==> config.mk <==
export PLATFORM = sky130hd
export DESIGN_NAME = vtc_pixel_fetch
export DESIGN_NICKNAME = d
export VERILOG_FILES = /design/src/rtl/vtc_pixel_fetch.sv
export SDC_FILE = /design/constraint.sdc
export NUM_CORES = 1
export LEC_CHECK = 0
export BUFFER_PORTS_ARGS = -buffer_cell sky130_fd_sc_hd__buf_2
export CORE_MARGIN = 2
export CORE_UTILIZATION = 49
export DETAILED_ROUTE_END_ITERATION = 12
export PLACE_DENSITY_LB_ADDON = 0.3
export SLEW_MARGIN = 40
export SYNTH_ARGS = -nofsm -noshare
export SYNTH_HDL_FRONTEND = slang
export SYNTH_SLANG_ARGS = --single-unit
==> constraint.sdc <==
create_clock -name clk -period 1.93 [get_ports clk]
set_input_delay 0.386 -clock clk [delete_from_list [all_inputs] [get_ports clk]]
set_output_delay 0.386 -clock clk [all_outputs]
set_load 0.05 [all_outputs]
==> src/rtl/vtc_pixel_fetch.sv <==
`timescale 1ns/1ps
// Pixel fetch behind the video timing generator: pulls one FIFO pixel per active de cycle and
// emits sync/de/rgb with a fixed two-clock latency, blanking to FILL_COLOR after an underflow.
module vtc_pixel_fetch #(
  parameter int unsigned       DATA_W     = 24,
  parameter bit                H_POLARITY = 1'b0,
  parameter bit                V_POLARITY = 1'b0,
  parameter logic [DATA_W-1:0] FILL_COLOR = DATA_W'(24'h0000FF),
  parameter int unsigned       CNT_W      = 16
) (
  input  logic              clk,
  input  logic              rstn,
  input  logic              hsync_in,
  input  logic              vsync_in,
  input  logic              de_in,
  input  logic [DATA_W-1:0] fifo_rd_data,
  input  logic              fifo_empty,
  input  logic              err_clr,
  output logic              fifo_rd_en,
  output logic              frame_start,
  output logic              hsync_out,
  output logic              vsync_out,
  output logic              de_out,
  output logic [DATA_W-1:0] rgb_out,
  output logic              underflow,
  output logic [CNT_W-1:0]  underflow_cnt
);

  typedef enum logic [1:0] {
    ST_IDLE   = 2'd0,
    ST_RUN    = 2'd1,
    ST_RESYNC = 2'd2
  } state_e;

  state_e              state_q, state_d;
  logic                vsync_d_q;
  logic                vs_edge_c;
  logic                rd_en_c;
  logic                uf_event_c;
  logic                frame_start_q;
  logic                underflow_q, underflow_d;
  logic [CNT_W-1:0]    uf_cnt_q, uf_cnt_d;
  logic                hs1_q, vs1_q, de1_q, rd_vld1_q;
  logic                hs2_q, vs2_q, de2_q;
  logic [DATA_W-1:0]   rgb_q, rgb_d;

  assign vs_edge_c = (vsync_in == V_POLARITY) && (vsync_d_q != V_POLARITY);

  // State register
  always_ff @(posedge clk or negedge rstn) begin
    if (!rstn) begin
      state_q <= ST_IDLE;
    end else begin
      state_q <= state_d;
    end
  end

  // Next state and read strobe; a vsync edge restarts the frame ahead of any underflow
  always_comb begin
    state_d    = state_q;
    rd_en_c    = 1'b0;
    uf_event_c = 1'b0;
    case (state_q)
      ST_IDLE: begin
        if (vs_edge_c) state_d = ST_RUN;
      end
      ST_RUN: begin
        rd_en_c = de_in & ~fifo_empty;
        if (vs_edge_c) begin
          state_d = ST_RUN;
        end else if (de_in && fifo_empty) begin
          state_d    = ST_RESYNC;
          uf_event_c = 1'b1;
        end
      end
      ST_RESYNC: begin
        if (vs_edge_c) state_d = ST_RUN;
      end
      default: state_d = ST_IDLE;
    endcase
  end

  assign fifo_rd_en = rd_en_c;

  // Sticky flag and saturating counter; a fresh event beats a simultaneous clear
  always_comb begin
    underflow_d = underflow_q;
    uf_cnt_d    = uf_cnt_q;
    if (uf_event_c) begin
      underflow_d = 1'b1;
      if (err_clr) begin
        uf_cnt_d = CNT_W'(1);
      end else if (!(&uf_cnt_q)) begin
        uf_cnt_d = uf_cnt_q + CNT_W'(1);
      end
    end else if (err_clr) begin
      underflow_d = 1'b0;
      uf_cnt_d    = '0;
    end
  end

  always_comb begin
    rgb_d = '0;
    if (de1_q) rgb_d = rd_vld1_q ? fifo_rd_data : FILL_COLOR;
  end

  // Edge detect, status and the two-stage output pipeline
  always_ff @(posedge clk or negedge rstn) begin
    if (!rstn) begin
      vsync_d_q     <= ~V_POLARITY;
      frame_start_q <= 1'b0;
      underflow_q   <= 1'b0;
      uf_cnt_q      <= '0;
      hs1_q         <= ~H_POLARITY;
      vs1_q         <= ~V_POLARITY;
      de1_q         <= 1'b0;
      rd_vld1_q     <= 1'b0;
      hs2_q         <= ~H_POLARITY;
      vs2_q         <= ~V_POLARITY;
      de2_q         <= 1'b0;
      rgb_q         <= '0;
    end else begin
      vsync_d_q     <= vsync_in;
      frame_start_q <= vs_edge_c;
      underflow_q   <= underflow_d;
      uf_cnt_q      <= uf_cnt_d;
      hs1_q         <= hsync_in;
      vs1_q         <= vsync_in;
      de1_q         <= de_in;
      rd_vld1_q     <= rd_en_c;
      hs2_q         <= hs1_q;
      vs2_q         <= vs1_q;
      de2_q         <= de1_q;
      rgb_q         <= rgb_d;
    end
  end

  assign frame_start   = frame_start_q;
  assign underflow     = underflow_q;
  assign underflow_cnt = uf_cnt_q;
  assign hsync_out     = hs2_q;
  assign vsync_out     = vs2_q;
  assign de_out        = de2_q;
  assign rgb_out       = rgb_q;

endmodule

==> Implementation_results.wiki, run 1 <==
{| class="wikitable"
! Metric !! Value
|-
| First-pass GRT wire length || 7890 um
|-
| Number of warnings issued by yosys || 0
|-
| Number of hold violations in the final report || 0
|-
| Clock network power share || 0.334
|-
| Number of global-route vias before repair || 1636
|-
| Hold-fix buffers, CTS || 0
|-
| Top delay family on crit path || simple AND/OR/NAND/NOR gates
|-
| Global Route Usage Sum || 0.202
|-
| Design internal power || approximately 0.0016 W
|-
| Total half-perimeter wirelength after legalization and detailed placement || roughly 3300 um
|-
| Net switching power || 0.000603 W
|-
| Sequential fraction of design power || 0.528
|-
| Data required time of the critical path || 2120 ps
|-
| Worst clock skew || 2.62 ps
|-
| Maximum clock frequency || 552 MHz
|-
| Post-synth EDFFs || 0
|-
| Type of the tightest min-delay check || input pin to async pin
|-
| Setup repair after global routing missed its margin || no
|-
| Standard cell core area || 4090 um^2
|-
| Top FF cell, synth || dfrtp_1
|-
| Least setup slack across all paths after layout || 119 ps
|-
| Pin slew with the least headroom to its limit || 553 ps
|-
| Die extent in x || between 60 and 70 um
|-
| Final Slew Violations || 0
|-
| Post-layout instance area || ~2700 um^2
|-
| CP max-delay cell || dfrtp_1
|-
| Antenna viol nets, final || 0
|-
| Shortest clock period the worst path allows after layout || 1810 ps
|-
| Routed length per instance || 14.1 um
|-
| Design Power || 0.00219 W
|-
| Clock buffers created by TritonCTS || 5
|-
| 1st-pass router iterations || 4
|-
| Worst rel slew slack || 0.631
|-
| Final standard cell count with taps included and fillers excluded || 318
|-
| Power share of the combinational group || 0.138
|-
| Vias per cell || 5.43
|-
| Floorplan die height || 69.9 um
|-
| Signal arrival time at the worst endpoint || 2010 ps
|-
| Cells resized by post-CTS repair || 0
|-
| Register area share after synthesis || 0.602
|-
| Switch share || 0.275
|-
| Result of the run || complete, no violations
|-
| Dpl cell area || 2610 um^2
|-
| Clock transition at the registers of the reported paths || 90 ps
|-
| H-Tree Level Count || 2
|-
| Cells after synthesis || 189
|-
| Max Buffers Root-to-Sink || 2
|-
| Areal power density over the cells || ~800 nW/um^2
|-
| Total number of vias || 1728
|-
| Crit-path max FO || 22
|-
| Most used standard cell by instance count after synthesis || dfrtp_1
|-
| Placed cell count || 310
|-
| Setup crit start kind || flip-flop
|-
| Critical-path cell list || and3b_1 > nand3_1 > buf_12 > nor4b_1 > mux2_2
|-
| Final period utilization || 0.939
|-
| Die area || 4890 um^2
|-
| Final-layout setup total negative slack || 0 ps
|-
| Fill cell count || roughly 330
|-
| Standard-cell row count || 23
|-
| Root Driver || clkbuf_8
|-
| Count of state elements after synthesis || 51
|-
| Global placement routability congestion || 0.822
|-
| Clock tree from TritonCTS || done
|-
| Total of max-cap violations || 0
|-
| Max rail drop VDD || 0.362 mV
|-
| Pre-CTS worst setup slack || 89.5 ps
|-
| Overflow left after global routing || 0
|-
| Leakage || 1.44 nW
|-
| Number of buffers and inverters on the critical path || 1
|-
| Number of input and output port buffers inserted || 76
|-
| Proportion of netlist area held by the largest area contributor || 0.553
|-
| Dominant cells by area after synthesis || dfrtp_1 (55%), and3_1 (5.6%), dfstp_2 (4.9%), a21boi_0 (2.8%), inv_1 (2.5%)
|-
| Commonest cells post-synth || dfrtp_1 (47), and3_1 (19), inv_1 (14), nand3_1 (10), clkbuf_1 (9)
|-
| Total clock sinks || 51
|-
| Post-synthesis cell type with the largest combined area || dfrtp_1
|-
| DR DRC count || 0
|-
| Syn Nets || 221
|-
| Starting DRC count in detailed routing || between 100 and 150
|-
| Crit. End Element || flip-flop
|-
| Clock latency of the later-clocked register in the worst-skew pair || ~300 ps
|-
| Share of final-layout standard cells stronger than drive strength 1 || 0.388
|-
| Number of buffers added for setup after CTS || 0
|-
| Starting density of the core || 0.521
|-
| Final wirelength || 4490 um
|-
| Diode count || 0
|-
| Post-synth ARST share || 1.00
|-
| Maximum single-stage delay on the critical path || 400 ps
|-
| Class of the most critical setup path || flip-flop to flip-flop
|-
| Avg Inst Size Synth || 11.3 um^2
|-
| IO Count || 77
|-
| Distinct cells, synth || 41
|-
| Maximum number of pins on one net before global-route repair || 28
|-
| Final setup violating endpoints || 0
|-
| Area growth from synthesis to final layout || 28.0%
|-
| Cell area after synthesis || 2130 um^2
|-
| Final net count || 299
|-
| Antenna violations before repair || 0
|}
[final timing paths]
check	startpoint	endpoint	slack, ps	cells past startpoint
setup / recovery	state_q[1]	underflow_cnt[6]	120	5
hold / removal	rstn	rgb_out[23]	60	1
setup reg to reg	state_q[1]	underflow_cnt[6]	120	5
hold reg to reg	hs1_q	hsync_out	360	0
max in group asynchronous	rstn	hs1_q	1260	2
min in group clk	hsync_in	hs1_q	180	1
[cells by family (layout without fill, tap and decap cells)]
group / count (synthesis) / count (layout) / synth area share
simple gates: 69 / 69 / 0.197
flops: 51 / 51 / 0.602
compound gates: 41 / 41 / 0.139
buf+inv: 25 / 104 / 0.0464
mux: 2 / 2 / 0.00999
fa+ha+maj: 1 / 1 / 0.00588
[area by class of cell]
class | instances | area [um^2] | area share
Clock buffer | 5 | 68.8 | 0.0253
Sequential cell | 51 | 1290 | 0.472
Tap cell | 50 | 62.6 | 0.0230
Clock inverter | 3 | 43.8 | 0.0161
Multi-Input combinational cell | 113 | 761 | 0.279
Inverter | 14 | 52.6 | 0.0193
Timing Repair Buffer | 82 | 450 | 0.165
[power groups by stage]
stage / combinational (W) / sequential (W) / clock (W)
after floorplan: 0.0000789 / 0.00129 / 0
after global placement: 0.000301 / 0.00117 / 0
after detailed placement: 0.000306 / 0.00118 / 0
after CTS: 0.000307 / 0.00116 / 0.000756
after global routing: 0.000327 / 0.00116 / 0.000816
final: 0.000303 / 0.00116 / 0.000733
[registers in the layout (all words and copies together), names as in the netlist]
| register | count |
|---|---|
| de1_q | 1 |
| de_out | 1 |
| frame_start | 1 |
| hs1_q | 1 |
| hsync_out | 1 |
| rd_vld1_q | 1 |
| rgb_out | 24 |
| state_q | 2 |
| underflow | 1 |
| underflow_cnt | 16 |
| vs1_q | 1 |
| vsync_out | 1 |
[metal layers]
layer,track usage,part of all wire
met3,0.0563,0.068
met1,0.272,0.43
met2,0.315,0.48
met5,0,0
met4,0.0705,0.014
[placed cells by master, fill, tap and decap left out, drive strengths merged, types with 2 or more instances in the layout]
cell and instances:
a21boi 8, a21o 2, a21oi 7, a311oi 3, a31oi 5, a41oi 2
and2 2, and3 19, buf 82, clkbuf 5, clkinv 2, dfrtp 47
dfstp 4, inv 14, nand2 6, nand2b 2, nand3 10, nand4 4
nor2 5, nor2b 3, nor3 3, nor4b 2, o211ai 4, o31ai 6
or2 2, or4 6
[stage by stage]
stage,hold WS (ps),util
finish,62.3,0.667
global placement,346,0.639
CTS,70.8,0.667
detailed placement,349,0.639
floorplan,90.4,-
global route,84.5,0.667
Note: power is estimated with default switching activity, not from simulation.
==> inputs of run 2 (changes only) <==
--- a/config.mk
+++ b/config.mk
@@ -7,7 +7,7 @@
 export LEC_CHECK = 0
 export BUFFER_PORTS_ARGS = -buffer_cell sky130_fd_sc_hd__buf_2
 export CORE_MARGIN = 2
-export CORE_UTILIZATION = 49
+export CORE_UTILIZATION = 45
 export DETAILED_ROUTE_END_ITERATION = 12
 export PLACE_DENSITY_LB_ADDON = 0.3
 export SLEW_MARGIN = 40
==> run 2 against run 1 <==
Net effect: cell count rose by 2.5%; non-clock buffer count grew 4; highest routed layer unchanged; clock skew grew 3.6 ps; clock power shrank 18%.
==> Implementation_results.wiki, run 2 (same netlist as run 1, synthesis figures left out) <==
{| class="wikitable"
! Metric !! Value
|-
| Result of the run || complete, no violations (unchanged)
|-
| Clock transition at the registers of the reported paths || 90 ps (about the same)
|-
| Leakage || 1.45 nW (was 1.44 nW)
|-
| Maximum clock frequency || 563 MHz (was 552 MHz)
|-
| Setup repair after global routing missed its margin || no (unchanged)
|-
| Floorplan die height || 72.8 um (was 69.9 um)
|-
| Final-layout setup total negative slack || 0 ps (unchanged)
|-
| Vias per cell || 5.41 (was 5.43)
|-
| Final setup violating endpoints || 0 (unchanged)
|-
| Antenna violations before repair || 0 (unchanged)
|-
| Starting density of the core || 0.460 (was 0.521)
|-
| Pre-CTS worst setup slack || 135 ps (was 89.5 ps)
|-
| Least setup slack across all paths after layout || 153 ps (was 119 ps)
|-
| Critical path launch point || underflow_cnt[1] (was state_q[1])
|-
| Data required time of the critical path || 2150 ps (was 2120 ps)
|-
| Worst clock skew || 6.24 ps (was 2.62 ps)
|-
| Total clock sinks || 51 (unchanged)
|-
| Overflow left after global routing || 0 (unchanged)
|-
| CP max-delay cell || or4_1 (was dfrtp_1)
|-
| Global Route Usage Sum || 0.177 (was 0.202)
|-
| Class of the most critical setup path || flip-flop to flip-flop (unchanged)
|-
| Routed length per instance || 13.8 um (was 14.1 um)
|-
| Final net count || 303 (was 299)
|-
| Termination of the worst setup path || underflow_cnt[10] (was underflow_cnt[6])
|-
| Antenna viol nets, final || 0 (unchanged)
|-
| Total of max-cap violations || 0 (unchanged)
|-
| Number of input and output port buffers inserted || 76 (unchanged)
|-
| Area growth from synthesis to final layout || 28.6% (was 28.0%)
|-
| Fill cell count || 406 (was 328)
|-
| Clock tree from TritonCTS || done (unchanged)
|-
| Maximum number of pins on one net before global-route repair || 30 (was 28)
|-
| Clock buffers created by TritonCTS || 5 (unchanged)
|-
| Pin slew with the least headroom to its limit || 571 ps (was 553 ps)
|-
| Global placement routability congestion || 0.862 (was 0.822)
|-
| Standard cell core area || 4630 um^2 (was 4090 um^2)
|-
| Total half-perimeter wirelength after legalization and detailed placement || 3280 um (was 3250 um)
|-
| Start of the worst register-to-register path || underflow_cnt[1] (was state_q[1])
|-
| Final Slew Violations || 0 (unchanged)
|-
| Total number of vias || 1764 (was 1728)
|-
| Most common cell after layout, fill and taps aside || buf_2 (unchanged)
|-
| Diode count || 0 (unchanged)
|-
| Crit-path max FO || 6 (was 22)
|-
| IO Count || 77 (unchanged)
|-
| 1st-pass router iterations || 4 (unchanged)
|-
| Worst R2R Path Depth || 5 (unchanged)
|-
| Most frequent cells in the layout || buf_2 (76), dfrtp_1 (43), and3_1 (19), inv_1 (14), nand3_1 (10) (unchanged)
|-
| Root Driver || clkbuf_8 (unchanged)
|-
| Standard-cell row count || 25 (was 23)
|-
| Die area || 5300 um^2 (was 4890 um^2)
|-
| Final wirelength || 4520 um (was 4490 um)
|-
| Worst r2r dst || underflow_cnt[10] (was underflow_cnt[6])
|-
| Starting DRC count in detailed routing || 86 (was 104)
|-
| Final period utilization || 0.921 (was 0.939)
|-
| Max rail drop VDD || 0.339 mV (was 0.362 mV)
|-
| Critical-path cell list || ha_4 > nand4_2 > or2_1 > or4_1 > a31oi_1 (was and3b_1 > nand3_1 > buf_12 > nor4b_1 > mux2_2)
|-
| Maximum single-stage delay on the critical path || 480 ps (was 400 ps)
|-
| Die extent in x || 72.8 um (was 69.9 um)
|-
| Max Buffers Root-to-Sink || 2 (unchanged)
|-
| Setup crit start kind || flip-flop (unchanged)
|-
| Type of the tightest min-delay check || input pin to flip-flop (was input pin to async pin)
|-
| Crit. End Element || flip-flop (unchanged)
|-
| Shortest clock period the worst path allows after layout || 1780 ps (was 1810 ps)
|-
| DR DRC count || 0 (unchanged)
|-
| H-Tree Level Count || 2 (unchanged)
|-
| Number of global-route vias before repair || 1578 (was 1636)
|-
| First-pass GRT wire length || 7330 um (was 7890 um)
|-
| Signal arrival time at the worst endpoint || 1990 ps (was 2010 ps)
|-
| Share of final-layout standard cells stronger than drive strength 1 || 0.393 (was 0.388)
|-
| Worst rel slew slack || 0.619 (was 0.631)
|-
| Flip-flop count of the largest register after layout || 24 (unchanged)
|-
| Clock latency of the later-clocked register in the worst-skew pair || 300 ps (about the same)
|-
| Number of buffers added for setup after CTS || 0 (unchanged)
|-
| Areal power density over the cells || 754 nW/um^2 (was 804 nW/um^2)
|-
| Reg-to-reg slack, setup || 150 ps (was 120 ps)
|-
| Number of hold violations in the final report || 0 (unchanged)
|}
==> run 2: changes by cell type in the layout (fill, tap and decap cells not counted), sizes merged <==
cell and change:
buf +3, bufinv -1, dlygate4sd3 +1, inv +1
==> run 2: final cells by class <==
| type | count | area, um^2 | share of cell area |
|---|---|---|---|
| inverters | 14 | 52.6 | 0.0192 |
| flip-flops and latches | 51 | 1290 | 0.470 |
| clock buffers | 5 | 68.8 | 0.0251 |
| repair buffers | 86 | 483 | 0.176 |
| clock inverters | 3 | 18.8 | 0.00686 |
| multi-input cells | 113 | 761 | 0.278 |
| well taps | 54 | 67.6 | 0.0247 |
==> run 2: power by group <==
group / internal, W / total, W / leakage, nW / switching, W
Sequential: 0.00112 / 0.00116 / 0.662 / 0.0000386
Clock: 0.000256 / 0.000601 / 0.0483 / 0.000345
Combinational: 0.0000904 / 0.000308 / 0.742 / 0.000218
==> run 2: worst min path at each step <==
stage / to / from / cells after the start / slack (ps)
after floorplan: de1_q / rstn / 0 / 90
after global placement: rgb_out[18] / rstn / 1 / 320
after detailed placement: rgb_out[18] / rstn / 1 / 320
after CTS: hs1_q / hsync_in / 1 / 170
after global routing: hs1_q / hsync_in / 1 / 160
final: hs1_q / hsync_in / 1 / 180
==> run 2: per-stage QoR <==
stage,power [W],std cells,instance area [um^2],hold WS (ps),utilization
floorplan,0.00137,189,2150,90.4,-
global placement,0.00148,317,2640,322,0.570
detailed placement,0.00149,317,2640,323,0.570
CTS,0.00209,326,2740,168,0.591
global route,0.00217,326,2740,159,0.591
finish,0.00206,326,2740,178,0.591
==> run 2: routing by layer <==
metal | GRT usage | wire (um)
met4 | 0.0782 | 93
met2 | 0.260 | 2100
met5 | 0 | 0
met3 | 0.0525 | 387
met1 | 0.244 | 1930
==> run 2: repair_timing <==
action                                 CTS  global route
hold buffers                             1             0
resized for setup                        0             1
setup endpoints to repair                0             1
endpoints found under the hold margin   11             0
==> run 2: critical path: cells and delay by family, from the launching register on <==
kind                       cells  cell delay [ps]
and+or+nand+nor                3              920
DFF                            1              430
AOI/OAI and AO/OA              1              180
adders and majority gates      1              160
==> inputs of run 3 (changes only) <==
--- a/config.mk
+++ b/config.mk
@@ -6,8 +6,10 @@
 export NUM_CORES = 1
 export LEC_CHECK = 0
 export BUFFER_PORTS_ARGS = -buffer_cell sky130_fd_sc_hd__buf_2
+export CELL_PAD_IN_SITES_DETAIL_PLACEMENT = 1
+export CELL_PAD_IN_SITES_GLOBAL_PLACEMENT = 2
 export CORE_MARGIN = 2
-export CORE_UTILIZATION = 45
+export CORE_UTILIZATION = 30
 export DETAILED_ROUTE_END_ITERATION = 12
 export PLACE_DENSITY_LB_ADDON = 0.3
 export SLEW_MARGIN = 40
==> run 3 against run 2 <==
Net effect: routed wire length rose by 21%; sequential cell count unchanged; core utilization down 18 points; setup slack got worse by 8.4 ps; register-to-register slack about the same; critical path type is now flip-flop to output pin; largest cell class unchanged; highest routed layer unchanged.
==> Implementation_results.wiki, run 3 (same netlist as run 1, synthesis figures left out) <==
{| class="wikitable"
! Metric !! Value
|-
| Result of the run || complete, no violations (unchanged)
|-
| Number of global-route vias before repair || 1700 (was 1578)
|-
| Start of the worst register-to-register path || underflow_cnt[0] (was underflow_cnt[1])
|-
| Maximum clock frequency || 560 MHz (was 563 MHz)
|-
| Die extent in x || 88.2 um (was 72.8 um)
|-
| Crit-path max FO || 3 (was 6)
|-
| Hold-fix buffers, CTS || 0 (was 1)
|-
| Antenna violations before repair || 0 (unchanged)
|-
| Worst r2r dst || underflow_cnt[10] (unchanged)
|-
| Final wirelength || 5450 um (was 4520 um)
|-
| Pin slew with the least headroom to its limit || 602 ps (was 571 ps)
|-
| Diode count || 0 (unchanged)
|-
| Floorplan die height || 88.2 um (was 72.8 um)
|-
| Worst R2R Path Depth || 5 (unchanged)
|-
| Flip-flop count of the largest register after layout || 24 (unchanged)
|-
| Overflow left after global routing || 0 (unchanged)
|-
| DR DRC count || 0 (unchanged)
|-
| 1st-pass router iterations || 4 (unchanged)
|-
| Standard-cell row count || 30 (was 25)
|-
| Final period utilization || 0.925 (was 0.921)
|-
| Final-layout setup total negative slack || 0 ps (unchanged)
|-
| Worst clock skew || 5.98 ps (was 6.24 ps)
|-
| Reg-to-reg slack, setup || 150 ps (about the same)
|-
| Max rail drop VDD || 0.264 mV (was 0.339 mV)
|-
| Standard cell core area || 6830 um^2 (was 4630 um^2)
|-
| Number of buffers and inverters on the critical path || 1 (was 0)
|-
| Class of the most critical setup path || flip-flop to output pin (was flip-flop to flip-flop)
|-
| Top delay family on crit path || simple AND/OR/NAND/NOR gates (unchanged)
|-
| Highest-utilization routing layer at the global route stage || met2 (unchanged)
|-
| Root Driver || clkbuf_8 (unchanged)
|-
| Total half-perimeter wirelength after legalization and detailed placement || 4080 um (was 3280 um)
|-
| Share of final-layout standard cells stronger than drive strength 1 || 0.397 (was 0.393)
|-
| Data required time of the critical path || 1540 ps (was 2150 ps)
|-
| Total of max-cap violations || 0 (unchanged)
|-
| Global Route Usage Sum || 0.144 (was 0.177)
|-
| Met3 global-route usage || 0.0326 (was 0.0525)
|-
| Routed length per instance || 14.8 um (was 13.8 um)
|-
| Maximum number of pins on one net before global-route repair || 26 (was 30)
|-
| First-pass GRT wire length || 8730 um (was 7330 um)
|-
| IO Count || 77 (unchanged)
|-
| Crit. End Element || output pin (was flip-flop)
|-
| Total number of vias || 1781 (was 1764)
|-
| Signal arrival time at the worst endpoint || 1400 ps (was 1990 ps)
|-
| Number of buffers added for setup after CTS || 0 (unchanged)
|-
| Setup repair after global routing missed its margin || no (unchanged)
|-
| Most frequent cells in the layout || buf_2 (76), dfrtp_1 (43), and3_1 (19), inv_1 (14), nand3_1 (10) (unchanged)
|-
| Worst rel slew slack || 0.599 (was 0.619)
|-
| Leakage || 1.45 nW (about the same)
|-
| Global Route met2 Usage || 0.230 (was 0.260)
|-
| Die area || 7780 um^2 (was 5300 um^2)
|-
| Area growth from synthesis to final layout || 31.7% (was 28.6%)
|-
| Areal power density over the cells || 795 nW/um^2 (was 754 nW/um^2)
|-
| Total clock sinks || 51 (unchanged)
|-
| Starting DRC count in detailed routing || 41 (was 86)
|-
| Final setup violating endpoints || 0 (unchanged)
|-
| Antenna viol nets, final || 0 (unchanged)
|-
| Global-route met1 utilization || 0.201 (was 0.244)
|-
| Critical-path cell list || and3b_1 > nor2b_1 > buf_2 (was ha_4 > nand4_2 > or2_1 > or4_1 > a31oi_1)
|-
| Vias per cell || 4.84 (was 5.41)
|-
| Maximum single-stage delay on the critical path || 400 ps (was 480 ps)
|-
| Max Buffers Root-to-Sink || 2 (unchanged)
|-
| Clock buffers created by TritonCTS || 5 (unchanged)
|-
| Shortest clock period the worst path allows after layout || 1790 ps (was 1780 ps)
|-
| Worst hold margin || 45.1 ps (was 178 ps)
|-
| CP max-delay cell || dfrtp_1 (was or4_1)
|-
| Final Slew Violations || 0 (unchanged)
|-
| Starting density of the core || 0.312 (was 0.460)
|-
| Clock tree from TritonCTS || done (unchanged)
|-
| Cells resized by post-CTS repair || 0 (unchanged)
|-
| Most common cell after layout, fill and taps aside || buf_2 (unchanged)
|-
| Global placement routability congestion || 0.753 (was 0.862)
|-
| Clock latency of the later-clocked register in the worst-skew pair || 300 ps (about the same)
|-
| Clock transition at the registers of the reported paths || 100 ps (was 90 ps)
|-
| Final net count || 303 (unchanged)
|-
| H-Tree Level Count || 2 (unchanged)
|-
| Setup crit start kind || flip-flop (unchanged)
|-
| Number of hold violations in the final report || 0 (unchanged)
|-
| Number of input and output port buffers inserted || 76 (unchanged)
|-
| Type of the tightest min-delay check || input pin to async pin (was input pin to flip-flop)
|}
[run 3: changes by cell type in the layout (fill, tap and decap cells not counted)]
cell           change
buf_12             -1
bufinv_16          +1
buf_4              +2
clkinvlp_4         +1
dlygate4sd3_1      -1
or2_0              +1
or2_1              -1
clkinv_2           -2
[run 3: worst max-delay path by stage]
stage,slack (ps),end,startpoint,cells after the start
2_1_floorplan,3,underflow_cnt[10],underflow_cnt[1],6
3_3_place_gp,160,underflow_cnt[10],de_in,6
3_5_place_dp,130,underflow_cnt[10],de_in,6
4_1_cts,120,fifo_rd_en,state_q[1],3
5_1_grt,10,underflow_cnt[10],underflow_cnt[1],5
6_report,140,fifo_rd_en,state_q[1],3
[run 3: layer usage]
layer,share of wire,wire (um)
met5,0,0
met4,0.0072,39
met3,0.071,385
met2,0.48,2590
met1,0.45,2440
[run 3: layout make-up]
| class | count | area, um^2 |
|---|---|---|
| Clock buffer | 5 | 68.8 |
| Clock inverter | 3 | 46.3 |
| Fill cell | 813 | 4030 |
| Inverter | 14 | 52.6 |
| Multi-Input combinational cell | 113 | 761 |
| Sequential cell | 51 | 1290 |
| Tap cell | 96 | 120 |
| Timing Repair Buffer | 86 | 468 |
[run 3: per-stage QoR]
stage                     cells  utilization  worst slack, ps  area, um^2  total power, W
after global routing        368        0.410             11.5        2800         0.00234
final                       368        0.410              145        2800         0.00223
after floorplan             189            -             3.20        2150         0.00137
after CTS                   368        0.410              115        2800         0.00226
after detailed placement    360        0.393              132        2690         0.00149
after global placement      360        0.393              163        2690         0.00149
[run 3: report_power, final]
part           total, W  internal (W)  switching (W)  leakage (nW)
clock network  0.000766      0.000391       0.000375        0.0548
registers       0.00116       0.00112      0.0000404         0.662
logic          0.000305     0.0000858       0.000219         0.737
total           0.00223       0.00159       0.000635          1.45
